--- src/rtl/key_pkg.sv ---
// Shared constants for the multi-key debouncer.
//   EDGE_RISE / EDGE_FALL / EDGE_BOTH : values accepted by the EDGE_MODE parameter
//   DEF_*                             : default parameter values used by the top
package key_pkg;

  localparam int EDGE_RISE = 0;
  localparam int EDGE_FALL = 1;
  localparam int EDGE_BOTH = 2;

  localparam int DEF_N_KEYS          = 16;
  localparam int DEF_SYNC_STAGES     = 2;
  localparam int DEF_DEBOUNCE_CYCLES = 4;
  localparam int DEF_EDGE_MODE       = EDGE_RISE;

endpackage

--- src/rtl/key_debounce_chan.sv ---
// One key channel: synchronizer chain, debounce counter, stable level register
// and a registered edge-detect pulse.
//   clk        : rising-edge clock
//   rst_n      : asynchronous active-low reset
//   key_in     : raw asynchronous key level (1 = pressed)
//   key_stable : debounced level
//   key_detect : one-cycle pulse, aligned with the key_stable update, filtered by EDGE_MODE
module key_debounce_chan
  import key_pkg::*;
#(
  parameter int SYNC_STAGES     = DEF_SYNC_STAGES,
  parameter int DEBOUNCE_CYCLES = DEF_DEBOUNCE_CYCLES,
  parameter int EDGE_MODE       = DEF_EDGE_MODE
) (
  input  logic clk,
  input  logic rst_n,
  input  logic key_in,
  output logic key_stable,
  output logic key_detect
);

  localparam int CNT_W = $clog2(DEBOUNCE_CYCLES + 1);
  // The update happens on the cycle the counter would reach DEBOUNCE_CYCLES,
  // so the counter itself never holds that value and cannot wrap.
  localparam logic [CNT_W-1:0] CNT_LAST = CNT_W'(DEBOUNCE_CYCLES - 1);

  logic [SYNC_STAGES-1:0] sync_q, sync_d;
  logic [CNT_W-1:0]       cnt_q, cnt_d;
  logic                   stable_q, stable_d;
  logic                   detect_q, detect_d;
  logic                   sync_w;
  logic                   edge_hit;

  assign sync_w = sync_q[SYNC_STAGES-1];

  always_comb begin
    edge_hit = 1'b0;
    case (EDGE_MODE)
      EDGE_RISE: edge_hit = sync_w;
      EDGE_FALL: edge_hit = ~sync_w;
      default:   edge_hit = 1'b1;
    endcase
  end

  always_comb begin
    sync_d   = {sync_q[SYNC_STAGES-2:0], key_in};
    stable_d = stable_q;
    cnt_d    = '0;
    detect_d = 1'b0;
    if (sync_w != stable_q) begin
      if (cnt_q == CNT_LAST) begin
        stable_d = sync_w;
        detect_d = edge_hit;
      end else begin
        cnt_d = cnt_q + 1'b1;
      end
    end
  end

  always_ff @(posedge clk or negedge rst_n) begin
    if (!rst_n) begin
      sync_q   <= '0;
      cnt_q    <= '0;
      stable_q <= 1'b0;
      detect_q <= 1'b0;
    end else begin
      sync_q   <= sync_d;
      cnt_q    <= cnt_d;
      stable_q <= stable_d;
      detect_q <= detect_d;
    end
  end

  assign key_stable = stable_q;
  assign key_detect = detect_q;

endmodule

--- src/rtl/key_debounce_multi.sv ---
// N_KEYS independent debounced key channels plus a priority encoder over the
// registered detect pulses.
//   clk        : rising-edge clock
//   rst        : asynchronous active-low reset
//   key_press  : raw key levels, 1 = pressed
//   key_stable : debounced levels
//   key_detect : per-channel one-cycle edge pulses
//   key_valid  : any key_detect bit set
//   key_code   : lowest set key_detect index, 0 when none
//   key_multi  : more than one key_detect bit set
module key_debounce_multi
  import key_pkg::*;
#(
  parameter int N_KEYS          = DEF_N_KEYS,
  parameter int SYNC_STAGES     = DEF_SYNC_STAGES,
  parameter int DEBOUNCE_CYCLES = DEF_DEBOUNCE_CYCLES,
  parameter int EDGE_MODE       = DEF_EDGE_MODE
) (
  input  logic                                          clk,
  input  logic                                          rst,
  input  logic [N_KEYS-1:0]                             key_press,
  output logic [N_KEYS-1:0]                             key_stable,
  output logic [N_KEYS-1:0]                             key_detect,
  output logic                                          key_valid,
  output logic [((N_KEYS > 1) ? $clog2(N_KEYS) : 1)-1:0] key_code,
  output logic                                          key_multi
);

  localparam int CODE_W = (N_KEYS > 1) ? $clog2(N_KEYS) : 1;

  for (genvar i = 0; i < N_KEYS; i++) begin : g_chan
    key_debounce_chan #(
      .SYNC_STAGES     (SYNC_STAGES),
      .DEBOUNCE_CYCLES (DEBOUNCE_CYCLES),
      .EDGE_MODE       (EDGE_MODE)
    ) u_chan (
      .clk        (clk),
      .rst_n      (rst),
      .key_in     (key_press[i]),
      .key_stable (key_stable[i]),
      .key_detect (key_detect[i])
    );
  end

  // Scan from the top down so the lowest set index is the last one written.
  always_comb begin
    key_code = '0;
    for (int i = N_KEYS - 1; i >= 0; i--) begin
      if (key_detect[i]) key_code = CODE_W'(i);
    end
  end

  assign key_valid = |key_detect;
  // Clearing the lowest set bit leaves something only if two or more were set.
  assign key_multi = |(key_detect & (key_detect - N_KEYS'(1)));

endmodule

--- config.mk ---
export PLATFORM = sky130hd
export DESIGN_NAME = key_debounce_multi
export DESIGN_NICKNAME = d
export VERILOG_FILES = /design/src/rtl/key_pkg.sv /design/src/rtl/key_debounce_chan.sv /design/src/rtl/key_debounce_multi.sv
export SDC_FILE = /design/constraint.sdc
export NUM_CORES = 1
export LEC_CHECK = 0
export ABC_AREA = 1
export BUFFER_PORTS_ARGS = -buffer_cell sky130_fd_sc_hd__buf_4
export CORE_MARGIN = 3
export CORE_UTILIZATION = 40
export DETAILED_ROUTE_END_ITERATION = 7
export GPL_ROUTABILITY_DRIVEN = 0
export PLACE_DENSITY = 0.57
export SYNTH_ARGS = -nofsm -noshare
export SYNTH_HDL_FRONTEND = slang
export SYNTH_SLANG_ARGS = --single-unit
--- constraint.sdc ---
create_clock -name clk -period 3 [get_ports clk]
set_input_delay 0.15 -clock clk [delete_from_list [all_inputs] [get_ports clk]]
set_output_delay 0.15 -clock clk [all_outputs]
set_load 0.02 [all_outputs]
---- After elaboration in Yosys (flattened, before gate mapping) ----
Cells that the tools add are included.
word-level totals
  register bits after elaboration ......... 112
  latch bits .............................. 0
  bits in writable memories ............... 0
  ROM bits ................................ 0
  input bits .............................. 18
  output and inout bits ................... 38
  memories ................................ 0
operators by class
  add/subtract/negate cells ............... 17
  multiply operators ...................... 0
  divide/modulo/power cells ............... 0
  $lt $le $gt $ge ......................... 0
  equality and inequality tests ........... 32
  shift-type cells ........................ 0
  mux-type cells .......................... 80
  bitwise gates (word level) .............. 1
  reductions and logical operators ........ 18
operators by type and width
  kind                   count
  $mux 3                 32
  $mux 4                 16
  $add 3x1->3 const B    16
  $eq 3x2->1 const B     16
  $mux 1                 32
  $reduce_and 2->1       16
  $reduce_or 16->1       2
  $and 16x16->16         1
  $ne 1x1->1             16
  $sub 16x1->16 const B  1

---- Longest topological paths before layout ----
  word-level depth ........................ 16
  gate-level depth with buffers ........... 13
  depth with buffers taken out ............ 13

---- By module ----
Synthesis repeated with hierarchy kept, for this count alone.
second synthesis, totals
  cells, all modules ...................... 511
  area, all modules ....................... 4652.0 um^2
by module, submodules not included
  module              times used  cells each  area an instance (um^2)  sequential area each (um^2)
  key_debounce_chan   16          27          265.3                    175.2
  key_debounce_multi  1           79          407.9                    0.0

---- Worst setup path before layout ----
Ideal clock, no wire load.
  path type ............................... register to output
  start ................................... register g_chan[0].u_chan.detect_q
  end ..................................... output port key_multi
  arrival ................................. 1354 ps
  required time ........................... 2850 ps
  setup slack ............................. 1496 ps
  cell stages (with the launch flop) ...... 9
  path through ............................ dfrtp_1 > nor2_2 > inv_2 > nor2_8 > nand2_4 > nor3_2 > nand2_1 > o31ai_2 > nand3_1
between the ends
  cells in the longest elaborated chain, start to end .. 3
ends and longest elaborated chain
  element                 RTL line                  source
  from (decl)             key_debounce_chan.sv:30   logic detect_q, detect_d;
  from (signal assigned)  key_debounce_chan.sv:70   detect_q <= detect_d;
  $sub 16x1->16           key_debounce_multi.sv:55  assign key_multi = |(key_detect & (key_detect - N_KEYS'(1)));
  $and 16x16->16 *        key_debounce_multi.sv:55
  $reduce_or 16->1 *      key_debounce_multi.sv:55
  to (decl)               key_debounce_multi.sv:26  output logic key_multi
Every way passes the cells marked *; elsewhere a longest branch is shown, timed or not.

---- Worst setup path in the final report ----
  start ................................... register g_chan[7].u_chan.detect_q
  end ..................................... output port key_multi
between the ends
  cells in the longest elaborated chain, start to end .. 3
ends and longest elaborated chain
  element                 RTL line
  from (decl)             key_debounce_chan.sv:30
  from (signal assigned)  key_debounce_chan.sv:70
  $sub 16x1->16           key_debounce_multi.sv:55
  $and 16x16->16 *        key_debounce_multi.sv:55
  $reduce_or 16->1 *      key_debounce_multi.sv:55
Marked as above.

==> impl_metrics.tcl <==
set metrics [dict create \
    ff2ff_setup_slack_ns 1.89 \
    grt_max_degree 59 \
    grt_pass1_wl_um 12600 \
    post-place-ws_ns 1.30 \
    drive_gt1_share_pct 16.9 \
    ir_drop_uv 400 \
    maxCapViolations 0 \
    hold_path.class "input port to asynchronous set/reset pin" \
    cts.repair.resized 0 \
    ctsHoldBuffers 17 \
    worstSetupPathType "flop to output pin" \
    hpwl_um 5410 \
    drc 0 \
    drt-pass1-iter-count 4 \
    first_global_vias 2769 \
    syn_inst 429 \
    hold_viol 0 \
    fin_crit_sh_pct 70.6 \
    reg2reg_from "g_chan[13].u_chan.cnt_q[0]$_DFF_PN0_" \
    endpoint_kind "output pin" \
    fin_crit_ns 2.12 \
    cts_tree "yes" \
    route.met3.wl_um 408 \
    syn_avg_cell_area_um2 10.4 \
    num_rows 37 \
    syn_nets 463 \
    die_h_um 112 \
    clock-sinks 112 \
    layout.nets 515 \
    fill_cells 966 \
    grt_overflow 0 \
    arrival_ns 1.97 \
    clk_latency_ns 0.37 \
    yosysWarnings 0 \
    core_area_um2 10600 \
    finalSetupTns_ns 0 \
    numCtsBuffers 9 \
    r2r-end "g_chan[13].u_chan.cnt_q[0]$_DFF_PN0_" \
    root_buffer "clkbuf_8" \
    stdcell_area_um2 5210 \
    synth-seq-area-share_pct 62.6 \
    clockBufferDepth 2 \
    rsz0062_at_grt "false" \
    powerDensity_nw_per_um2 809 \
    vias_per_cell 4.54 \
    tightest_slew_ns 0.704 \
    synth_area_um2 4480 \
    portBuffers 55 \
    wl_met2_um 3440 \
    cts-htree-levels 3 \
    routed-via-count 2822 \
    area_growth_pct 16.4 \
    drtAntennaViolNets 0 \
    cp-start-kind "flop" \
    pin_count 56 \
    finClkSkew_ns 0.0133 \
    finalSetupViolCount 0 \
    met1_length_um 3460 \
    slew_violations 0 \
    synth_cell_types 21 \
    final_cell_count_no_fill 622 \
    clk_pin_slew_ns 0.10 \
    crit_path_max_fanout 7 \
    dp.cells 589 \
    dr.first_iter.drc_count 95 \
    reg2regPathDepth 4 \
    routedWlPerCell_um 11.9 \
    ys_ff_latch 112 \
    start_util_pct 42.2 \
    dr.max_layer_used "met4" \
    dpl_cell_area_um2 4840 \
    timing.fmax_ghz 0.472 \
    relSlewSlack_pct 53.1 \
    drt_wl_total_um 7430 \
    track_usage_pct 12.5 \
    setup_ws_ns 0.882 \
    diodes 0 \
    required_ns 2.85 \
    status "finished, final reports clean" \
    dieArea_um2 12500 \
    power.leakage_nw 2.75 \
    postCtsSetupBuffers 0 \
    die_w_um 112 \
    antenna_found_initial 0 \
    whs_ns 0.351 \
]
worst max path at each step:
stage / end / start / cells past startpoint / slack, ns
final: key_multi / g_chan[7].u_chan.key_detect$_DFF_PN0_ / 9 / 0.88
after global routing: key_multi / g_chan[7].u_chan.key_detect$_DFF_PN0_ / 9 / 0.57
after CTS: key_multi / g_chan[7].u_chan.key_detect$_DFF_PN0_ / 9 / 0.86
after detailed placement: key_multi / g_chan[7].u_chan.key_detect$_DFF_PN0_ / 9 / 1.30
after global placement: key_multi / g_chan[7].u_chan.key_detect$_DFF_PN0_ / 9 / 1.27
after floorplan: key_multi / g_chan[0].u_chan.key_detect$_DFF_PN0_ / 8 / 1.50
cell families after synthesis:
kind of cell,share of synthesized area (%)
buf+inv,9.73
fa+ha+maj,4.47
flops,62.6
xor+xnor,3.13
simple gates,17.2
compound gates,2.88
power by group:
part / internal (W) / total [W] / switching, W
Combinational: 0.000550 / 0.00131 / 0.000758
Clock: 0.000412 / 0.000903 / 0.000491
Sequential: 0.00181 / 0.00201 / 0.000196
synth_stat cells, drive strengths merged:
| master | number | area share (%) |
|---|---|---|
| a21oi | 7 | 0.78 |
| buf | 32 | 5.4 |
| dfrtp | 112 | 63 |
| ha | 16 | 4.5 |
| inv | 52 | 4.4 |
| nand2 | 97 | 8.5 |
| nand3 | 4 | 0.45 |
| nor2 | 45 | 4.2 |
| nor3 | 35 | 4.0 |
| o2111ai | 2 | 0.39 |
| o21ai | 7 | 0.78 |
| o221ai | 1 | 0.20 |
| o31ai | 3 | 0.73 |
| xnor2 | 16 | 3.1 |
cells in the final DEF (no fill, tap or decap):
master	synthesis	layout
o221ai_1	1	1
o21ai_0	5	5
ha_1	16	16
bufinv_16	0	1
nor3_2	1	1
nand3_1	4	4
o2111ai_1	2	2
nor3_1	34	34
clkinvlp_4	0	1
inv_6	0	2
nand2_4	2	2
nand2_1	95	95
o31ai_2	2	2
buf_4	32	55
clkinv_2	0	2
inv_2	2	2
clkbuf_8	0	10
inv_1	50	50
a21oi_1	7	7
nor2_2	2	2
nor2_1	42	42
xnor2_1	16	16
buf_12	0	1
nor2_8	1	1
dlygate4sd3_1	0	17
o21ai_1	2	2
dfrtp_1	112	112
o31ai_1	1	1
worst max-delay path, cell delays in order (launching register included):
cell and delay, ns:
dfrtp_1 0.41, nor2_1 0.21, nand2_1 0.09, inv_2 0.09, nand2_4 0.08, o31ai_1 0.21, o2111ai_1 0.14, nor2_1 0.11
nand3_1 0.07, buf_4 0.17
sequential cells by signal (all words and copies together) (netlist names):
signal,flops
g_chan.u_chan.sync_q,32
g_chan.u_chan.cnt_q,48
g_chan.u_chan.key_detect,16
g_chan.u_chan.key_stable,16
per-layer routing:
metal  GRT usage, %  vias to the layer above
met1           15.9                     1341
met2           19.6                       54
met4           5.27                        0
met5              0                        -
li1               -                     1415
met3           4.29                       12
final cells by class:
| class | count | area (um2) | area share [%] |
|---|---|---|---|
| sequential | 112 | 2800 | 53.8 |
| multi-input combinational | 233 | 1240 | 23.8 |
| timing repair buffer | 73 | 603 | 11.6 |
| inverter | 52 | 195 | 3.74 |
| tap | 136 | 170 | 3.26 |
| clock buffer | 10 | 138 | 2.64 |
| clock inverter | 6 | 65.1 | 1.25 |
stage by stage:
step,util [%],power (W)
floorplan,-,0.00303
global placement,45.7,0.00330
detailed placement,45.7,0.00335
CTS,49.2,0.00429
global route,49.2,0.00454
finish,49.2,0.00422
Power figures use the tool's default switching activity.
